`src/rtl/pipemux_pkg.sv`:
```
// Shared definitions for TreeMux pipemux stages: source-index sizing and phit layout helpers.
package pipemux_pkg;

   // Source-index width; a single-input mux still carries a 1-bit (always 0) source field.
   function automatic int src_width(input int n);
      return (n > 1) ? $clog2(n) : 1;
   endfunction

   // Packed phit size {last, src, data} for a given data width and fan-in.
   function automatic int phit_bits(input int width, input int n);
      return 1 + src_width(n) + width;
   endfunction

endpackage

```
`src/rtl/pipemux_rr_lock_if.sv`:
```
// N-producer / one-consumer valid-ready bundle around a pipemux stage.
interface pipemux_rr_lock_if
   import pipemux_pkg::*;
#(
   parameter int WIDTH = 72,
   parameter int N     = 4,
   parameter int SRC_W = src_width(N)
);
   logic [WIDTH-1:0] in_data [N-1:0];
   logic [N-1:0]     in_last;
   logic [N-1:0]     in_valid;
   logic [N-1:0]     in_ready;
   logic [WIDTH-1:0] out_data;
   logic             out_last;
   logic [SRC_W-1:0] out_src;
   logic             out_valid;
   logic             out_ready;

   modport master (
      output in_data, in_last, in_valid, out_ready,
      input  in_ready, out_data, out_last, out_src, out_valid
   );

   modport slave (
      input  in_data, in_last, in_valid, out_ready,
      output in_ready, out_data, out_last, out_src, out_valid
   );
endinterface

```
`src/rtl/pipemux_skid2.sv`:
```
// 2-entry output buffer; 1-cycle push-to-pop latency, full rate with simultaneous push/pop.
// push_rdy comes only from the registered count, so pop_rdy never reaches push_rdy combinationally.
module pipemux_skid2 #(
   parameter int W = 8
) (
   input  logic         CLK,
   input  logic         RST_N,
   input  logic         push_vld,
   input  logic [W-1:0] push_dat,
   output logic         push_rdy,
   output logic         pop_vld,
   output logic [W-1:0] pop_dat,
   input  logic         pop_rdy
);
   logic [1:0]   count;
   logic [W-1:0] head;
   logic [W-1:0] tail;
   logic         push;
   logic         pop;

   assign push_rdy = (count != 2'd2);
   assign pop_vld  = (count != 2'd0);
   assign pop_dat  = head;
   assign push     = push_vld && push_rdy;
   assign pop      = pop_vld && pop_rdy;

   // Head is only overwritten when new data becomes visible, so it holds its value once drained.
   always_ff @(posedge CLK or negedge RST_N) begin
      if (!RST_N) begin
         count <= 2'd0;
         head  <= '0;
         tail  <= '0;
      end else begin
         case (count)
            2'd0: begin
               if (push) begin
                  head  <= push_dat;
                  count <= 2'd1;
               end
            end
            2'd1: begin
               if (push && pop) begin
                  head <= push_dat;
               end else if (push) begin
                  tail  <= push_dat;
                  count <= 2'd2;
               end else if (pop) begin
                  count <= 2'd0;
               end
            end
            2'd2: begin
               if (pop) begin
                  head  <= tail;
                  count <= 2'd1;
               end
            end
            default: count <= 2'd0;
         endcase
      end
   end
endmodule

```
`src/rtl/pipemux_rr_lock.sv`:
```
// Round-robin N:1 phit mux with optional packet lock; 1-cycle latency through a 2-entry output buffer.
// in_ready depends only on registered buffer occupancy and in_valid, never on out_ready.
module pipemux_rr_lock
   import pipemux_pkg::*;
#(
   parameter int WIDTH    = 72,
   parameter int N        = 4,
   parameter int PKT_LOCK = 1
) (
   input logic               CLK,
   input logic               RST_N,
   pipemux_rr_lock_if.slave  bus
);
   localparam int SRC_W = src_width(N);

   typedef struct packed {
      logic             last;
      logic [SRC_W-1:0] src;
      logic [WIDTH-1:0] data;
   } phit_t;

   logic [SRC_W-1:0] ptr;
   logic [SRC_W-1:0] lock_idx;
   logic             locked;
   logic [SRC_W-1:0] grant;
   logic [SRC_W-1:0] ptr_nxt;
   logic             found;
   int               idx;
   logic             space;
   logic             accept;
   phit_t            in_phit;
   phit_t            out_phit;

   // Locked grant ignores in_valid so a stalled packet owner blocks everyone else.
   always_comb begin
      grant = ptr;
      found = 1'b0;
      idx   = 0;
      if (locked) begin
         grant = lock_idx;
      end else begin
         for (int k = 0; k < N; k++) begin
            idx = (int'(ptr) + k) % N;
            if (!found && bus.in_valid[idx]) begin
               grant = SRC_W'(idx);
               found = 1'b1;
            end
         end
      end
   end

   assign accept  = bus.in_valid[grant] && space;
   assign ptr_nxt = (grant == SRC_W'(N - 1)) ? '0 : grant + 1'b1;

   always_comb begin
      bus.in_ready        = '0;
      bus.in_ready[grant] = accept && RST_N;
   end

   always_ff @(posedge CLK or negedge RST_N) begin
      if (!RST_N) begin
         ptr      <= '0;
         lock_idx <= '0;
         locked   <= 1'b0;
      end else if (accept) begin
         if ((PKT_LOCK != 0) && !bus.in_last[grant]) begin
            locked   <= 1'b1;
            lock_idx <= grant;
         end else begin
            locked <= 1'b0;
            ptr    <= ptr_nxt;
         end
      end
   end

   always_comb begin
      in_phit.last = bus.in_last[grant];
      in_phit.src  = grant;
      in_phit.data = bus.in_data[grant];
   end

   pipemux_skid2 #(
      .W ($bits(phit_t))
   ) u_buf (
      .CLK      (CLK),
      .RST_N    (RST_N),
      .push_vld (bus.in_valid[grant]),
      .push_dat (in_phit),
      .push_rdy (space),
      .pop_vld  (bus.out_valid),
      .pop_dat  (out_phit),
      .pop_rdy  (bus.out_ready)
   );

   assign bus.out_data = out_phit.data;
   assign bus.out_last = out_phit.last;
   assign bus.out_src  = out_phit.src;
endmodule

```
`src/flat_wrapper.sv`:
```
// flat-port wrapper written by rule: the top's interface ports become plain ports
module pipemux_rr_lock_flat import pipemux_pkg::*;
#(
   parameter int WIDTH    = 72,
   parameter int N        = 4,
   parameter int PKT_LOCK = 1
)
  (CLK, RST_N, bus_in_data, bus_in_last, bus_in_valid, bus_out_ready, bus_in_ready, bus_out_data, bus_out_last, bus_out_src, bus_out_valid);
  pipemux_rr_lock_if #(.WIDTH(WIDTH), .N(N)) bus_i ();
  input logic CLK;
  input logic RST_N;
  input wire logic [$bits(bus_i.in_data)-1:0] bus_in_data;
  input wire logic [$bits(bus_i.in_last)-1:0] bus_in_last;
  input wire logic [$bits(bus_i.in_valid)-1:0] bus_in_valid;
  input wire logic [$bits(bus_i.out_ready)-1:0] bus_out_ready;
  output wire logic [$bits(bus_i.in_ready)-1:0] bus_in_ready;
  output wire logic [$bits(bus_i.out_data)-1:0] bus_out_data;
  output wire logic [$bits(bus_i.out_last)-1:0] bus_out_last;
  output wire logic [$bits(bus_i.out_src)-1:0] bus_out_src;
  output wire logic [$bits(bus_i.out_valid)-1:0] bus_out_valid;
  assign bus_i.in_data = {>>{bus_in_data}};
  assign bus_i.in_last = bus_in_last;
  assign bus_i.in_valid = bus_in_valid;
  assign bus_i.out_ready = bus_out_ready;
  assign bus_in_ready = bus_i.in_ready;
  assign bus_out_data = bus_i.out_data;
  assign bus_out_last = bus_i.out_last;
  assign bus_out_src = bus_i.out_src;
  assign bus_out_valid = bus_i.out_valid;
  pipemux_rr_lock #(.WIDTH(WIDTH), .N(N), .PKT_LOCK(PKT_LOCK)) u_core (.CLK(CLK), .RST_N(RST_N), .bus(bus_i));
endmodule
```
`config.mk`:
```
export PLATFORM = sky130hd
export DESIGN_NAME = pipemux_rr_lock_flat
export DESIGN_NICKNAME = d
export VERILOG_FILES = /design/src/rtl/pipemux_pkg.sv /design/src/rtl/pipemux_rr_lock_if.sv /design/src/rtl/pipemux_skid2.sv /design/src/rtl/pipemux_rr_lock.sv /design/src/flat_wrapper.sv
export SDC_FILE = /design/constraint.sdc
export NUM_CORES = 1
export LEC_CHECK = 0
export BUFFER_PORTS_ARGS = -buffer_cell sky130_fd_sc_hd__buf_4
export CAP_MARGIN = 20
export CORE_AREA = 8 8 175 177
export CTS_BUF_LIST = sky130_fd_sc_hd__clkbuf_8
export DETAILED_ROUTE_END_ITERATION = 16
export DIE_AREA = 0 0 183 185
export PLACE_DENSITY = 0.72
export SYNTH_ARGS = -nofsm -noshare
export SYNTH_HDL_FRONTEND = slang
export SYNTH_HIERARCHICAL = 1
export SYNTH_SLANG_ARGS = --single-unit
```
`constraint.sdc`:
```
create_clock -name CLK -period 4.1 [get_ports CLK]
set_clock_uncertainty 0.2 [all_clocks]
set_input_delay 0.615 -clock CLK [delete_from_list [all_inputs] [get_ports CLK]]
set_output_delay 0.615 -clock CLK [all_outputs]
set_load 0.005 [all_outputs]
```
==> reports/metrics.csv, run 1 <==
metric;value;unit
synth_area_leaders;dfrtp_1 41%, mux2_2 16%, nand2_1 11%;
peakVddDrop;0.0004645;V
async_flop_share;100.0;%
maxCapViolCount;0;
vias;8336;
hpwl;21650;µm
cp_common_cell;a21oi_1;
required;3.28;ns
setup_viol;0;
drt.antenna.violating_nets;0;
synth_seq_cells;157;
drive_gt1_share;46.57;%
slew_headroom;42.91;%
startpoint;u_core/ptr[1];
post_drt_wl_per_cell;17.59;µm
synthCells;960;
die_x;183;µm
cts-root-buf;clkbuf_8;
fillCellCount;2750;
clk_latency;0.44;ns
cts_buffer_depth;2;
final.setup.tns;0;ns
grt_usage;16.99;%
hold_buffers;0;
portBuffers;378;
synth.top_cells.by_count;290 x nand2_1, 157 x dfrtp_1, 135 x mux2_2;
power_density;832.9;nW/µm²
grt_max_degree;158;
antenna_cells;0;
yosysTopAreaCell;dfrtp_1;
drv_slew;0;
synth_edf_count;0;
row_count;62;
r2r-start;u_core/ptr[1];
die-area;33860;µm²
drt-pass1-iter-count;7;
routabilityCongestion;0.9119;
leakagePower;0.006272;µW
arrival;2.77;ns
worstPathCellList;inv_1 -> a21oi_1 -> o21ai_0 -> a31o_2 -> a21oi_1 -> a22oi_2 -> nand3_1 -> nor2_1 -> buf_4;
antenna_found_initial;0;
fin_util;46.32;%
crit_fanout;24;
cts-resized-gates;0;
drc;0;
period_needed;3.585;ns
min_period_over_period;87.43;%
initial_core_util;34.04;%
avgViaCountPerCell;4.915;
grt_pass1_wl;46400;µm
grt_pass1_vias;8689;
rsz0062_at_grt;false;
ctsHtreeMaxLevel;4;
start_kind;register;
synth_top_area_share;41.10;%
cts_tree;built;
syn_nets;1263;
seq_area;3929;µm²
die_h;185;µm
syn_to_final_growth;36.09;%
syn_avg_cell_area;9.957;µm²
wirelength;29830;µm
status;finished, final reports clean;
core_area;28080;µm²
slowest_delay;0.55;ns
yosys_warnings;6;
hold_violations;0;
fmax;279.0;MHz
pin_count;379;
crit_type;register to output port;
cts.sinks;157;
drt_iter0_markers;393;
slowest_stage;a31o_2;
synth_most_common_cell;nand2_1;
yosysUniqueCellTypes;47;
endpoint_kind;output port;
post_cts_buffers;0;
overflow;0;
multi_input_area;5136;µm²
worstMarginPinSlew;0.8564;ns
seq_area_frac_synth;41.10;%
clk_pin_slew;0.09;ns
cts_made_buffers;17;
synth_top_flop_cell;dfrtp_1;
fin_nets;1602;
hold_path_class;primary input to asynchronous set/reset pin;
netlist_area;9559;µm²
flip-flops by register name, summed over array words and instances (netlist names):
name,flops
u_core/u_buf/pop_dat,75
u_core/u_buf/tail,75
u_core/lock_idx,2
u_core/locked,1
u_core/u_buf/count,2
u_core/ptr,2
kinds of logic (layout without fill, tap and decap cells):
logic type | count (synthesis) | after routing | synth area share (%)
simple gates | 392 | 392 | 18.10
mux | 228 | 228 | 28.40
flops | 157 | 157 | 41.10
compound gates | 96 | 96 | 6.531
buf+inv | 83 | 435 | 5.340
fa+ha+maj | 4 | 4 | 0.5236
cell usage in the layout (no fill, tap or decap), types with 7 or more instances in the layout:
master / n
and3_1: 73
buf_4: 383
mux2_2: 135
buf_12: 8
a31oi_1: 72
inv_1: 10
mux2_1: 51
mux2_4: 40
nor2_1: 7
dfrtp_1: 157
clkbuf_8: 17
nand2_1: 290
worst paths after layout:
check,cells past startpoint,end,slack (ns)
setup reg to reg,10,u_core/u_buf/tail[32],0.82
setup / recovery,9,bus_in_ready[2],0.52
hold reg to reg,1,u_core/u_buf/tail[10],0.31
hold / removal,2,u_core/u_buf/tail[25],0.13
min in group CLK,2,u_core/u_buf/count[1],0.22
max in group asynchronous,2,u_core/u_buf/pop_dat[68],2.92
metal layers:
layer  track usage, %  share of wire (%)
met4            4.066                1.4
met1            20.40                 42
met5                0                  0
met2            29.11                 50
met3            5.551                7.1
metrics by stage:
step | total power, µW | hold slack [ns] | area [µm²] | worst slack (ns) | cells
floorplan | 7667 | 0.1194 | 9559 | 1.058 | 960
global placement | 9568 | 0.2849 | 12640 | 0.6432 | 1664
detailed placement | 9816 | 0.2879 | 12640 | 0.5411 | 1664
CTS | 10980 | 0.1440 | 13010 | 0.4367 | 1696
global route | 11750 | 0.1594 | 13010 | 0.2416 | 1696
finish | 10830 | 0.1346 | 13010 | 0.5154 | 1696
report_power, final:
group | total, µW | switching (µW) | internal, µW
Combinational | 6870 | 3300 | 3560
Sequential | 2860 | 450 | 2410
Clock | 1110 | 622 | 491
Total | 10800 | 4370 | 6460
critical path: cells and delay by family, from the launching register on:
kind,cells,cell delay (ns)
DFF,1,0.43
AOI/OAI and AO/OA,5,1.26
and+or+nand+nor,2,0.38
buffers and inverters,2,0.26
final cells by class:
class / instances / share of cell area, %
clock buffers: 17 / 1.799
clock inverters: 15 / 1.068
inverters: 11 / 0.3366
multi-input cells: 720 / 39.48
flip-flops and latches: 157 / 30.20
well taps: 384 / 3.693
repair buffers: 392 / 23.42
Power figures use the tool's default switching activity.
==> run 2: changes to the inputs <==
--- a/config.mk
+++ b/config.mk
@@ -7,11 +7,12 @@
 export LEC_CHECK = 0
 export BUFFER_PORTS_ARGS = -buffer_cell sky130_fd_sc_hd__buf_4
 export CAP_MARGIN = 20
-export CORE_AREA = 8 8 175 177
+export CORE_AREA = 8 8 141 143
 export CTS_BUF_LIST = sky130_fd_sc_hd__clkbuf_8
 export DETAILED_ROUTE_END_ITERATION = 16
-export DIE_AREA = 0 0 183 185
-export PLACE_DENSITY = 0.72
+export DIE_AREA = 0 0 149 151
+export GPL_ROUTABILITY_DRIVEN = 0
+export PLACE_DENSITY = 0.88
 export SYNTH_ARGS = -nofsm -noshare
 export SYNTH_HDL_FRONTEND = slang
 export SYNTH_HIERARCHICAL = 1
==> run 2 against run 1 <==
Compared with the run above: cell count fell by 9.2%; core utilization rose by 26 points; non-clock buffer count rose by 3; largest cell class unchanged; sequential power barely moved; register-to-register slack improved by 0.08 ns.
==> reports/metrics.csv, run 2 (same netlist as run 1, synthesis figures left out) <==
metric;value;unit;change
fin_nets;1605;;+0.19%
power_density;847.6;nW/µm²;+1.8%
crit_end;bus_in_ready[3];;
leakagePower;0.006276;µW;about the same
ctsHtreeMaxLevel;4;;unchanged
drv_slew;0;;unchanged
drc;0;;unchanged
die_x;149;µm;-19%
multi_input_area;5136;µm²;unchanged
postPlaceCellArea;12410;µm²;-1.8%
fin_util;72.45;%;+26 points
finalHoldWorstSlack;0.2142;ns;+0.07965 ns
layout_common_cells;389 x buf_4, 290 x nand2_1, 157 x dfrtp_1;;
cts-resized-gates;0;;unchanged
grt_max_degree;151;;-4.4%
slew_headroom;37.33;%;-5.6 points
min_period_over_period;85.36;%;-2.1 points
layout_commonest_cell;buf_4;;
seq_area;3929;µm²;unchanged
crit_buf_inv;4;;+2
rsz0062_at_grt;false;;
final.setup.tns;0;ns;unchanged
period_needed;3.500;ns;-0.08470 ns
drt-pass1-iter-count;4;;-3
start_kind;register;;
drive_gt1_share;46.45;%;-0.12 points
cts_made_buffers;17;;unchanged
row_count;49;;-21%
grt_pass1_wl;45260;µm;-2.5%
avgViaCountPerCell;5.519;;+12%
required;3.28;ns;about the same
min_from;bus_out_ready;;
fmax;285.7;MHz;+2.4%
overflow;0;;unchanged
reg2reg_depth;11;;+1
core_area;17660;µm²;-37%
startpoint;u_core/ptr[1];;
cts_buffer_depth;2;;unchanged
path_depth;10;;+1
hpwl;21810;µm;+0.74%
fillCellCount;1292;;-53%
maxCapViolCount;0;;unchanged
peakVddDrop;0.001120;V;+140%
fin_area;12790;µm²;-1.7%
worstMarginPinSlew;0.9400;ns;+0.08359 ns
drt.antenna.violating_nets;0;;unchanged
hold_path_class;primary input to register;;
antenna_cells;0;;unchanged
drt_iter0_markers;551;;+40%
grt_pass1_vias;8787;;+1.1%
hold_buffers;1;;+1
finalWorstSetupSlack;0.6001;ns;+0.08470 ns
slowest_delay;0.43;ns;-0.12 ns
pin_count;379;;unchanged
cp_top_family;buffers and inverters;;
status;finished, final reports clean;;
wirelength;28980;µm;-2.8%
vias;8500;;+2.0%
post_drt_wl_per_cell;18.82;µm;+7.0%
post_cts_buffers;0;;unchanged
cts.sinks;157;;unchanged
antenna_found_initial;0;;unchanged
initial_core_util;54.14;%;+20 points
crit_fanout;150;;+530%
endpoint_kind;output port;;
dp_worst_setup_slack;0.5976;ns;+0.05642 ns
syn_to_final_growth;33.82;%;
cts-root-buf;clkbuf_8;;
portBuffers;378;;unchanged
arrival;2.68;ns;-0.09 ns
clk_latency;0.44;ns;about the same
grt_usage;25.16;%;+8.2 points
cts_tree;built;;
worstPathCellList;and3b_1 -> o211ai_1 -> nand4_1 -> o21a_4 -> inv_4 -> buf_12 -> ha_1 -> inv_1 -> nor2_1 -> buf_4;;
slowest_stage;dfrtp_1;;
r2r_slack;0.90;ns;+0.08 ns
clk_pin_slew;0.07;ns;-0.02 ns
die-area;22500;µm²;-34%
r2r-start;u_core/ptr[1];;
crit_type;register to output port;;
setup_viol;0;;unchanged
hold_violations;0;;unchanged
die_h;151;µm;-18%
r2r-end;u_core/u_buf/pop_dat[6];;
## run 2: cell types whose count changed in the layout (fill, tap and decap cells not counted), moves of 2 or more
| cell | change |
|---|---|
| bufinv_16 | +2 |
| clkinvlp_4 | -2 |
| inv_6 | -4 |
| buf_4 | +6 |
| inv_8 | -2 |
| clkinv_2 | +2 |
| buf_12 | -4 |
## run 2: stage by stage
step	std cells	total power, µW
6_report	1540	10840
5_1_grt	1540	11600
4_1_cts	1540	10880
3_5_place_dp	1511	9719
3_3_place_gp	1511	9370
2_1_floorplan	960	7667
## run 2: worst min-delay path by stage
stage,to,slack [ns],cells past startpoint
2_1_floorplan,u_core/lock_idx[0],0.12,0
3_5_place_dp,u_core/u_buf/tail[29],0.26,1
6_report,u_core/u_buf/count[1],0.21,2
4_1_cts,u_core/u_buf/count[1],0.19,2
5_1_grt,u_core/u_buf/count[1],0.21,2
3_3_place_gp,u_core/u_buf/tail[29],0.26,1
## run 2: layout make-up
type | instances | area share, %
clock buffers | 18 | 1.937
clock inverters | 10 | 0.9976
inverters | 11 | 0.3423
multi-input cells | 720 | 40.15
flip-flops and latches | 157 | 30.71
well taps | 229 | 2.240
repair buffers | 395 | 23.62
## run 2: report_power, final
part | internal [µW] | switching, µW
Clock | 597 | 532
Sequential | 2410 | 467
Combinational | 3510 | 3330
Total | 6520 | 4320
## run 2: routing by layer
metal  routed length, µm  share of wire [%]  GRT usage [%]
met4                 890                3.1          10.25
met1               11240                 39          28.67
met3                2200                7.6          7.200
met5                   0                  0              0
met2               14640                 51          43.73
## run 2: worst register-to-register path, stage by stage (launching register included)
cell      delay (ns)
dfrtp_1         0.43
and3b_1         0.20
o211ai_1        0.18
nand4_1         0.19
o21a_4          0.27
inv_4           0.06
nand2_1         0.08
a22oi_2         0.28
nand2b_1        0.14
o21ai_4         0.18
buf_4           0.45
mux2_2          0.43
==> run 3: changes to the inputs <==
--- a/config.mk
+++ b/config.mk
@@ -13,6 +13,7 @@
 export DIE_AREA = 0 0 149 151
 export GPL_ROUTABILITY_DRIVEN = 0
 export PLACE_DENSITY = 0.88
+export REMOVE_ABC_BUFFERS = 1
 export SYNTH_ARGS = -nofsm -noshare
 export SYNTH_HDL_FRONTEND = slang
 export SYNTH_HIERARCHICAL = 1
==> run 3 against run 2 <==
Compared with the run above: core utilization is 0.078 points higher; non-clock buffer count decreased by 1; combinational power about the same; critical endpoint unchanged; highest routed layer unchanged.
==> reports/metrics.csv, run 3 (same netlist as run 1, synthesis figures left out) <==
metric;value;unit;change
seq_area;3929;µm²;unchanged
maxCapViolCount;0;;unchanged
intPower;6570;µW;+0.80%
grt_pass1_vias;8782;;-0.057%
grt_pass1_wl;43990;µm;-2.8%
post_drt_wl_per_cell;18.67;µm;-0.79%
die-area;22500;µm²;unchanged
final.setup.tns;0;ns;unchanged
die_h;151;µm;unchanged
p_comb_share;62.6;%;-0.5 points
required;3.28;ns;about the same
vias;8439;;-0.72%
drt-pass1-iter-count;5;;+1
core_area;17660;µm²;unchanged
power_density;850.2;nW/µm²;+0.30%
power;10890;µW;+0.41%
endpoint_kind;output port;;
portBuffers;378;;unchanged
p_clk_share;11.2;%;+0.8 points
antenna_found_initial;0;;unchanged
worstMarginPinSlew;0.9074;ns;-0.03261 ns
clk_pin_slew;0.08;ns;about the same
die_x;149;µm;unchanged
layout_commonest_cell;buf_4;;
hpwl;21410;µm;-1.8%
r2r_slack;0.75;ns;-0.15 ns
drt.antenna.violating_nets;0;;unchanged
crit_fanout;150;;unchanged
fin_cells;1539;;-0.065%
drc;0;;unchanged
drv_slew;0;;unchanged
slew_headroom;39.51;%;+2.2 points
crit_type;register to output port;;
leakagePower;0.006280;µW;about the same
layout_common_cells;389 x buf_4, 290 x nand2_1, 157 x dfrtp_1;;
cts_tree;built;;
rsz0062_at_grt;false;;
overflow;0;;unchanged
period_needed;3.616;ns;+0.1165 ns
pin_count;379;;unchanged
min_period_over_period;88.21;%;+2.8 points
cts_made_buffers;17;;unchanged
setup_viol;0;;unchanged
min_path_cells;2;;unchanged
antenna_cells;0;;unchanged
netSwitchingFraction;39.65;%;-0.23 points
peakVddDrop;0.0004970;V;-56%
avgViaCountPerCell;5.483;;-0.65%
syn_to_final_growth;33.97;%;
arrival;2.80;ns;+0.12 ns
wirelength;28730;µm;-0.85%
grt_max_degree;151;;unchanged
drt_iter0_markers;552;;+0.18%
row_count;49;;unchanged
hold_violations;0;;unchanged
power.share.sequential;26.3;%;-0.2 points
fin_nets;1604;;-0.062%
hold_path_class;primary input to register;;
cts-resized-gates;0;;unchanged
clk_latency;0.44;ns;about the same
status;finished, final reports clean;;
start_kind;register;;
initial_core_util;54.14;%;unchanged
reg2reg_depth;11;;unchanged
fillCellCount;1266;;-2.0%
p_switching;4317;µW;-0.17%
cts-root-buf;clkbuf_8;;
grt_usage;24.45;%;-0.71 points
dp.cells;1510;;-0.066%
drive_gt1_share;46.41;%;about the same
cts.sinks;157;;unchanged
dp_worst_setup_slack;0.4404;ns;-0.1572 ns
finalWorstSetupSlack;0.4836;ns;-0.1165 ns
cts_buffer_depth;2;;unchanged
fmax;276.5;MHz;-3.2%
multi_input_area;5136;µm²;unchanged
fin_util;72.53;%;+0.078 points
ctsHtreeMaxLevel;4;;unchanged
run 3: changes by cell type in the layout (fill, tap and decap cells not counted):
cell	previous run	this run
clkinv_2	3	1
buf_12	4	3
bufinv_16	3	4
clkbuf_8	18	19
run 3: repair_timing:
action | in CTS | in global routing
hold endpoints to repair | 16 | 0
hold buffers | 1 | 0
buffers inserted | 0 | 0
run 3: worst max-delay path, cell delays in order, from the launching register on:
cell and delay [ns]:
dfrtp_1 0.43, and3b_1 0.19, o211ai_1 0.18, nand4_1 0.20, o21a_4 0.27, inv_4 0.06, buf_12 0.47, ha_1 0.29
inv_1 0.05, nor2_1 0.09, buf_4 0.12
run 3: per-stage QoR:
stage | area [µm²] | hold slack (ns)
after floorplan | 9091 | 0.1194
after global placement | 12390 | 0.2623
after detailed placement | 12390 | 0.2643
after CTS | 12810 | 0.1938
after global routing | 12810 | 0.2074
final | 12810 | 0.2279
run 3: path summary, 6_finish.rpt:
path / endpoint / start
max reg2reg: u_core/u_buf/tail[27] / u_core/ptr[1]
max: bus_in_ready[3] / u_core/ptr[1]
min reg2reg: u_core/u_buf/tail[30] / u_core/u_buf/tail[30]
min in group asynchronous: u_core/u_buf/pop_dat[3] / RST_N
max in group asynchronous: u_core/u_buf/tail[40] / RST_N
min: u_core/u_buf/count[1] / bus_out_ready
run 3: power by group through the flow:
| stage | sequential, µW | combinational [µW] | clock (µW) |
|---|---|---|---|
| after floorplan | 2790 | 4650 | 0 |
| after global placement | 2820 | 6540 | 0 |
| after detailed placement | 2870 | 6780 | 0 |
| after CTS | 2860 | 6820 | 1240 |
| after global routing | 2960 | 7360 | 1300 |
| final | 2860 | 6810 | 1220 |
run 3: layer usage:
metal / vias up / wire (µm) / track usage (%)
li1: 4010 / - / -
met1: 4068 / 10900 / 26.87
met2: 315 / 15010 / 44.37
met3: 46 / 2192 / 7.081
met4: 0 / 624 / 8.279
met5: - / 0 / 0
run 3: final cells by class:
class                   instances  share of cell area [%]
inverters                      11                  0.3420
clock inverters                 9                   1.153
repair buffers                394                   23.44
well taps                     229                   2.237
clock buffers                  19                   2.042
multi-input cells             720                   40.11
flip-flops and latches        157                   30.68
